==> config.mk <==
export PLATFORM = sky130hd
export DESIGN_NAME = dsp_mavg_filter
export DESIGN_NICKNAME = d
export VERILOG_FILES = /design/src/rtl/dsp_mavg_filter.sv
export SDC_FILE = /design/constraint.sdc
export NUM_CORES = 1
export LEC_CHECK = 0
export CORE_MARGIN = 1.5
export CORE_UTILIZATION = 52
export DETAILED_ROUTE_END_ITERATION = 8
export GPL_TIMING_DRIVEN = 0
export PLACE_DENSITY = 0.77
export RECOVER_POWER = 50
export SLEW_MARGIN = 0
export SYNTH_ARGS = -nofsm -noshare
export SYNTH_HDL_FRONTEND = slang
export SYNTH_SLANG_ARGS = --single-unit
export TNS_END_PERCENT = 20
==> constraint.sdc <==
create_clock -name clk -period 2.83 [get_ports clk]
set_input_delay 0.566 -clock clk [delete_from_list [all_inputs] [get_ports clk]]
set_output_delay 0.566 -clock clk [all_outputs]
set_load 0.01 [all_outputs]
==> src/rtl/dsp_mavg_filter.sv <==
// Moving-average filter between the ADC sample interface and the RX FIFO
// write port. A running sum over an N-entry window (N = 2**TAP_LOG2) is
// updated on every accepted sample. One registered write is issued per result.
// The block also supports bypass, dropped-sample counting and a
// threshold-based sticky interrupt.
module dsp_mavg_filter #(
   parameter int DATA_W   = 8,
   parameter int TAP_LOG2 = 2,
   parameter int ROUND    = 1,
   parameter int CNT_W    = 8
) (
   input  logic              clk,
   input  logic              rst,
   input  logic              enable,
   input  logic              bypass,
   input  logic              adc_valid,
   input  logic [DATA_W-1:0] adc_data,
   input  logic              i_full,
   output logic              o_w_inc,
   output logic [DATA_W-1:0] o_w_data,
   input  logic              irq_en,
   input  logic [CNT_W-1:0]  irq_thresh,
   input  logic              irq_clr,
   output logic              irq,
   output logic [CNT_W-1:0]  drop_cnt,
   output logic [1:0]        dsp_stat
);

   localparam int N      = 1 << TAP_LOG2;
   localparam int SUM_W  = DATA_W + TAP_LOG2;
   localparam int FILL_W = TAP_LOG2 + 1;
   // Half an LSB of the shifted result, added before the shift for round-half-up
   localparam logic [SUM_W:0] RND_ADD = (ROUND != 0) ? (SUM_W + 1)'(N / 2) : '0;

   typedef enum logic [1:0] {
      ST_IDLE = 2'b00,
      ST_FILL = 2'b01,
      ST_RUN  = 2'b10
   } state_t;

   state_t              state_q, state_d;
   logic [DATA_W-1:0]   window_q [N];
   logic [SUM_W-1:0]    sum_q;
   logic [FILL_W-1:0]   fill_q;
   logic                o_w_inc_q;
   logic [DATA_W-1:0]   o_w_data_q;
   logic [CNT_W-1:0]    drop_q;
   logic [CNT_W-1:0]    res_cnt_q, res_cnt_d;
   logic                irq_q, irq_d;

   logic                acc_s;
   logic                drop_s;
   logic                fill_last_s;
   logic                wr_s;
   logic [SUM_W-1:0]    sum_next_s;
   logic [SUM_W:0]      rnd_sum_s;
   logic [DATA_W-1:0]   avg_s;
   logic [CNT_W-1:0]    res_inc_s;
   logic                hit_s;

   // Sample qualification. A sample is only entered once the FSM has left IDLE.
   assign acc_s  = adc_valid & enable & ~i_full & (state_q != ST_IDLE);
   assign drop_s = adc_valid & enable & i_full;

   // Running-sum datapath: the average is taken from the post-update sum
   always_comb begin
      sum_next_s = sum_q + SUM_W'(adc_data) - SUM_W'(window_q[N-1]);
      rnd_sum_s  = {1'b0, sum_next_s} + RND_ADD;
      avg_s      = DATA_W'(rnd_sum_s >> TAP_LOG2);
   end

   // FSM state register
   always_ff @(posedge clk or posedge rst) begin
      if (rst) begin
         state_q <= ST_IDLE;
      end else begin
         state_q <= state_d;
      end
   end

   // FSM next-state logic
   always_comb begin
      state_d = state_q;
      case (state_q)
         ST_IDLE: begin
            if (enable) state_d = ST_FILL;
            else        state_d = ST_IDLE;
         end
         ST_FILL: begin
            if (!enable)                                       state_d = ST_IDLE;
            else if (acc_s && (fill_q == FILL_W'(N - 1)))      state_d = ST_RUN;
            else                                               state_d = ST_FILL;
         end
         ST_RUN: begin
            if (!enable) state_d = ST_IDLE;
            else         state_d = ST_RUN;
         end
         default: state_d = ST_IDLE;
      endcase
   end

   // FSM output decode: which accepted samples produce a FIFO write
   always_comb begin
      fill_last_s = 1'b0;
      wr_s        = 1'b0;
      case (state_q)
         ST_FILL: begin
            fill_last_s = (fill_q == FILL_W'(N - 1));
            wr_s        = acc_s & (bypass | fill_last_s);
         end
         ST_RUN: begin
            fill_last_s = 1'b0;
            wr_s        = acc_s;
         end
         default: begin
            fill_last_s = 1'b0;
            wr_s        = 1'b0;
         end
      endcase
   end

   // Window shift register, running sum and fill count; cleared whenever disabled
   always_ff @(posedge clk or posedge rst) begin
      if (rst) begin
         for (int i = 0; i < N; i++) window_q[i] <= '0;
         sum_q  <= '0;
         fill_q <= '0;
      end else if (!enable) begin
         for (int i = 0; i < N; i++) window_q[i] <= '0;
         sum_q  <= '0;
         fill_q <= '0;
      end else if (acc_s) begin
         for (int i = N - 1; i > 0; i--) window_q[i] <= window_q[i-1];
         window_q[0] <= adc_data;
         sum_q       <= sum_next_s;
         if (state_q == ST_FILL) fill_q <= fill_q + FILL_W'(1);
      end
   end

   // Registered FIFO write strobe and data; data holds between results
   always_ff @(posedge clk or posedge rst) begin
      if (rst) begin
         o_w_inc_q  <= 1'b0;
         o_w_data_q <= '0;
      end else begin
         o_w_inc_q <= wr_s;
         if (wr_s) o_w_data_q <= bypass ? adc_data : avg_s;
      end
   end

   // Saturating dropped-sample counter, cleared only by reset
   always_ff @(posedge clk or posedge rst) begin
      if (rst) begin
         drop_q <= '0;
      end else if (drop_s && (drop_q != {CNT_W{1'b1}})) begin
         drop_q <= drop_q + CNT_W'(1);
      end
   end

   // Result counter and sticky interrupt next state; a set beats a clear
   always_comb begin
      res_inc_s = res_cnt_q + CNT_W'(1);
      hit_s     = o_w_inc_q && (irq_thresh != '0) && (res_inc_s >= irq_thresh);
      if (!o_w_inc_q) res_cnt_d = res_cnt_q;
      else if (hit_s) res_cnt_d = '0;
      else            res_cnt_d = res_inc_s;
      if (hit_s && irq_en) irq_d = 1'b1;
      else if (irq_clr)    irq_d = 1'b0;
      else                 irq_d = irq_q;
   end

   // Result counter and interrupt registers
   always_ff @(posedge clk or posedge rst) begin
      if (rst) begin
         res_cnt_q <= '0;
         irq_q     <= 1'b0;
      end else begin
         res_cnt_q <= res_cnt_d;
         irq_q     <= irq_d;
      end
   end

   assign o_w_inc  = o_w_inc_q;
   assign o_w_data = o_w_data_q;
   assign irq      = irq_q;
   assign drop_cnt = drop_q;
   assign dsp_stat = state_q;

endmodule
==> results by group <==
Run status
  – Outcome: finished, violations left
  – Failing checks: max-capacitance violations, negative setup slack

Floorplanning
  – Overall die height: 93.6 um
  – Die area: 8770 sq um
  – Initial core utilization: 54.4%
  – FP Rows: 32
  – # IOs: 44
  – Die Wd: 93.6 um
  – Core Region: 7850 sq um

Setup path
  – Critical R2R Launch: window_q[4]$_DFFE_PP0P_
  – Kind of critical path: input pin to flip-flop
  – Worst setup path start: adc_data[4]
  – CP endpoint: o_w_data[6]$_DFFE_PP0P_
  – Slowest stage delay, CP: 560 ps
  – Crit path max fanout: 7
  – Reg-to-reg slack, setup: -140 ps
  – Setup crit start kind: input pin
  – CP bufs+invs: 5
  – Worst Reg2Reg Path Length in Cells: 12
  – CP Capture Type: flip-flop
  – Crit path arrival time: 3210 ps
  – Crit path cell chain: buf_2, inv_8, fa_1, inv_2, ha_4, buf_8, nand2_4, o21a_1, o311ai_4, buf_6, nand4_1, nor4_4, mux2i_1, nand3_1
  – Critical Path Stages: 14
  – Reg2reg end: o_w_data[6]$_DFFE_PP0P_
  – Slowest stage cell, crit path: fa_1
  – CP delay by family, top: adder cells
  – WP data required: 3070 ps

Place
  – Port Buf Inserts: 43
  – Placement Cell Area: 4910 sq um
  – GPL Wtd Cong: 0.800
  – Dpl hpwl: 6.53 mm

Synthesis
  – Synth unique cells: 53
  – Primary FF master, synth: dfrtp_1
  – Post-synth EDFFs: 0
  – Yosys warning count: 0
  – Syn_nets: 526
  – Asr flop ratio synth: 100%
  – Synth Register Bits: 73
  – Synth Area per Inst: 9.15 sq um
  – Post-Syn Instances: 467
  – Post-synthesis sequential area ratio: 42.8%
  – Synthesized area: 4270 sq um

Pwr
  – Flop pwr share: 37.6%
  – Peak VDD IR: 374 uV
  – Combinational power share: 34.0%
  – Internal power: 0.00211 W
  – Switching part of the total power: 32.5%
  – Clk pwr share: 28.3%
  – Pwr dens: 563 nW/um^2
  – Switch Pwr: 0.00102 W
  – Pleak: 2.66 nW

Clock tree
  – Clock network latency to the later pin of the worst-skew pair: 360 ps
  – CTS Hold Buffers Added: 0
  – CTS tree: built
  – Htree depth: 3
  – Clk sinks: 73
  – Clk slew on worst S/H paths: 80 ps
  – Root Driver: clkbuf_8
  – CTS Buf Count: 9
  – Clk buf depth: 2

Min path
  – Worst Hold Path Cells: 2
  – Hold crit path type: flip-flop to flip-flop

STA
  – Final setup fails: 4
  – TNS Setup: -439 ps
  – Period Utilization, post-route: 105%
  – Slew @ Worst Pin: 1490 ps
  – Final-report hold violation count: 0
  – Max_slew headroom: 0.523%
  – Final-report max-slew violation count: 0
  – Final Worst Setup Slack: -139 ps
  – Post-route minimum period: 2970 ps
  – Clock skew: 12.2 ps
  – FMAX: 337 MHz
  – RSZ-0062 raised after global routing: true

GRT
  – Antenna violations before repair: 0
  – Overall global routing resource usage: 24.1%
  – Largest net degree at the start of global routing: 74
  – Vias in the first global route: 3610
  – First-pass GRT wire length: 16.5 mm
  – Grt ovf: 0

Final layout
  – Ratio of cells with drive above 1 in the final layout: 20.1%
  – Fillcell total: 550
  – Finished Cell Area: 5550 sq um
  – Syn-to-layout area delta: 29.8%
  – Ant diodes: 0
  – Final net count: 606

Routing
  – Vias per inst: 5.69
  – DR WL/cell: 16.4 um
  – 1st-iter DRT viols: 231
  – Initial DRT Pass Iterations: 5
  – WL final: 10.7 mm
  – Via count: 3720
  – Post-route DRC: 0
  – ANT nets after route: 0

Run
  – Max cap viols: 1
-- worst min-delay path by stage --
| stage | slack [ps] | start | end |
|---|---|---|---|
| floorplan | 440 | window_q[28]$_DFFE_PP0P_ | window_q[20]$_DFFE_PP0P_ |
| global placement | 440 | window_q[19]$_DFFE_PP0P_ | window_q[11]$_DFFE_PP0P_ |
| detailed placement | 450 | window_q[20]$_DFFE_PP0P_ | window_q[12]$_DFFE_PP0P_ |
| CTS | 470 | window_q[19]$_DFFE_PP0P_ | window_q[11]$_DFFE_PP0P_ |
| global route | 480 | window_q[8]$_DFFE_PP0P_ | window_q[0]$_DFFE_PP0P_ |
| finish | 470 | window_q[8]$_DFFE_PP0P_ | window_q[0]$_DFFE_PP0P_ |
-- power groups by stage --
stage | combinational [W] | sequential (W) | clock, W
2_1_floorplan | 0.000499 | 0.00121 | 0
3_3_place_gp | 0.000739 | 0.00119 | 0
3_5_place_dp | 0.000756 | 0.00119 | 0
4_1_cts | 0.000884 | 0.00117 | 0.000898
5_1_grt | 0.00114 | 0.00119 | 0.000941
6_report | 0.00106 | 0.00118 | 0.000885
-- area by class of cell --
| class | instances | area (sq um) | share of cell area [%] |
|---|---|---|---|
| inverter | 53 | 206 | 3.72 |
| clock buffer | 12 | 165 | 2.98 |
| clock inverter | 4 | 50.0 | 0.902 |
| tap | 102 | 128 | 2.30 |
| buffer | 18 | 78.8 | 1.42 |
| multi-input combinational | 323 | 2470 | 44.6 |
| sequential | 73 | 1830 | 33.0 |
| timing repair buffer | 69 | 618 | 11.1 |
-- worst register-to-register path, stage by stage, from the launching register on --
cell	delay (ps)
dfrtp_1	410
fa_1	540
inv_2	60
ha_4	260
buf_8	120
nand2_4	60
o21a_1	190
o311ai_4	310
buf_6	150
nand4_1	110
nor4_4	320
mux2i_1	230
nand3_1	90
-- sequential cells by signal, summed over array words and instances, names as in the netlist --
register,cells
fill_q,3
irq,1
drop_cnt,8
sum_q,10
window_q,32
dsp_stat,2
o_w_data,8
res_cnt_q,8
o_w_inc,1
-- kinds of logic after synthesis --
family                     count (synthesis)  share of synthesized area, %
and+or+nand+nor                          188                          21.1
muxes                                      8                          1.93
AOI/OAI and AO/OA                         67                          10.7
DFF                                       73                          42.8
xor gates and xnor gates                  25                          5.48
adders and majority gates                 35                          11.7
buffers and inverters                     71                          6.41
-- placed cells by master, fill, tap and decap left out, types with 13 or more instances in the layout --
cell	synthesis	layout
buf_4	0	24
dfrtp_1	73	72
xnor2_1	17	14
nand3_1	60	59
nand2_1	86	83
inv_2	0	13
clkdlybuf4s50_1	0	34
ha_1	27	19
clkbuf_1	13	13
inv_1	53	39
o21ai_0	24	22
-- synth_stat cells, drive strengths merged (3+ instances only) --
cell / n / area share, %
mux2i: 6 / 1.4
nand2: 86 / 7.6
o21a: 3 / 0.53
buf: 5 / 0.61
dfrtp: 73 / 43
fa: 8 / 3.7
inv: 53 / 4.7
a21oi: 14 / 1.9
xnor2: 19 / 4.2
nand4: 4 / 0.73
a21o: 7 / 1.2
o21ai: 24 / 2.8
nor3b: 4 / 0.70
ha: 27 / 7.9
nor2: 8 / 0.76
xor2: 6 / 1.2
nor3: 3 / 0.47
nand3: 61 / 7.3
nor4: 5 / 0.88
and3: 7 / 1.0
clkbuf: 13 / 1.1
-- routing by layer --
metal | track usage, % | vias up | routed length (um)
met5 | 0 | - | 0
met4 | 8.33 | 0 | 257
met3 | 5.85 | 27 | 675
met2 | 39.4 | 142 | 5230
met1 | 31.2 | 1818 | 4560
li1 | - | 1733 | -
-- repair_timing --
item | 4_1_cts | 5_1_grt
endpoints found under the hold margin | 0 | 0
resized for setup | 40 | 28
pin swaps | 16 | 21
setup buffers | 13 | 13
setup endpoints to repair | 12 | 14
-- per-stage QoR --
stage	worst slack, ps	total power (W)	hold WS (ps)	cells	utilization (%)
after floorplan	-35.5	0.00170	438	467	-
after global routing	-279	0.00327	485	654	70.7
after global placement	-843	0.00193	444	612	62.5
after CTS	-59.6	0.00296	467	641	68.0
final	-139	0.00312	467	654	70.7
after detailed placement	-859	0.00195	454	612	62.6
No activity file was read; power rests on OpenSTA's default activity.
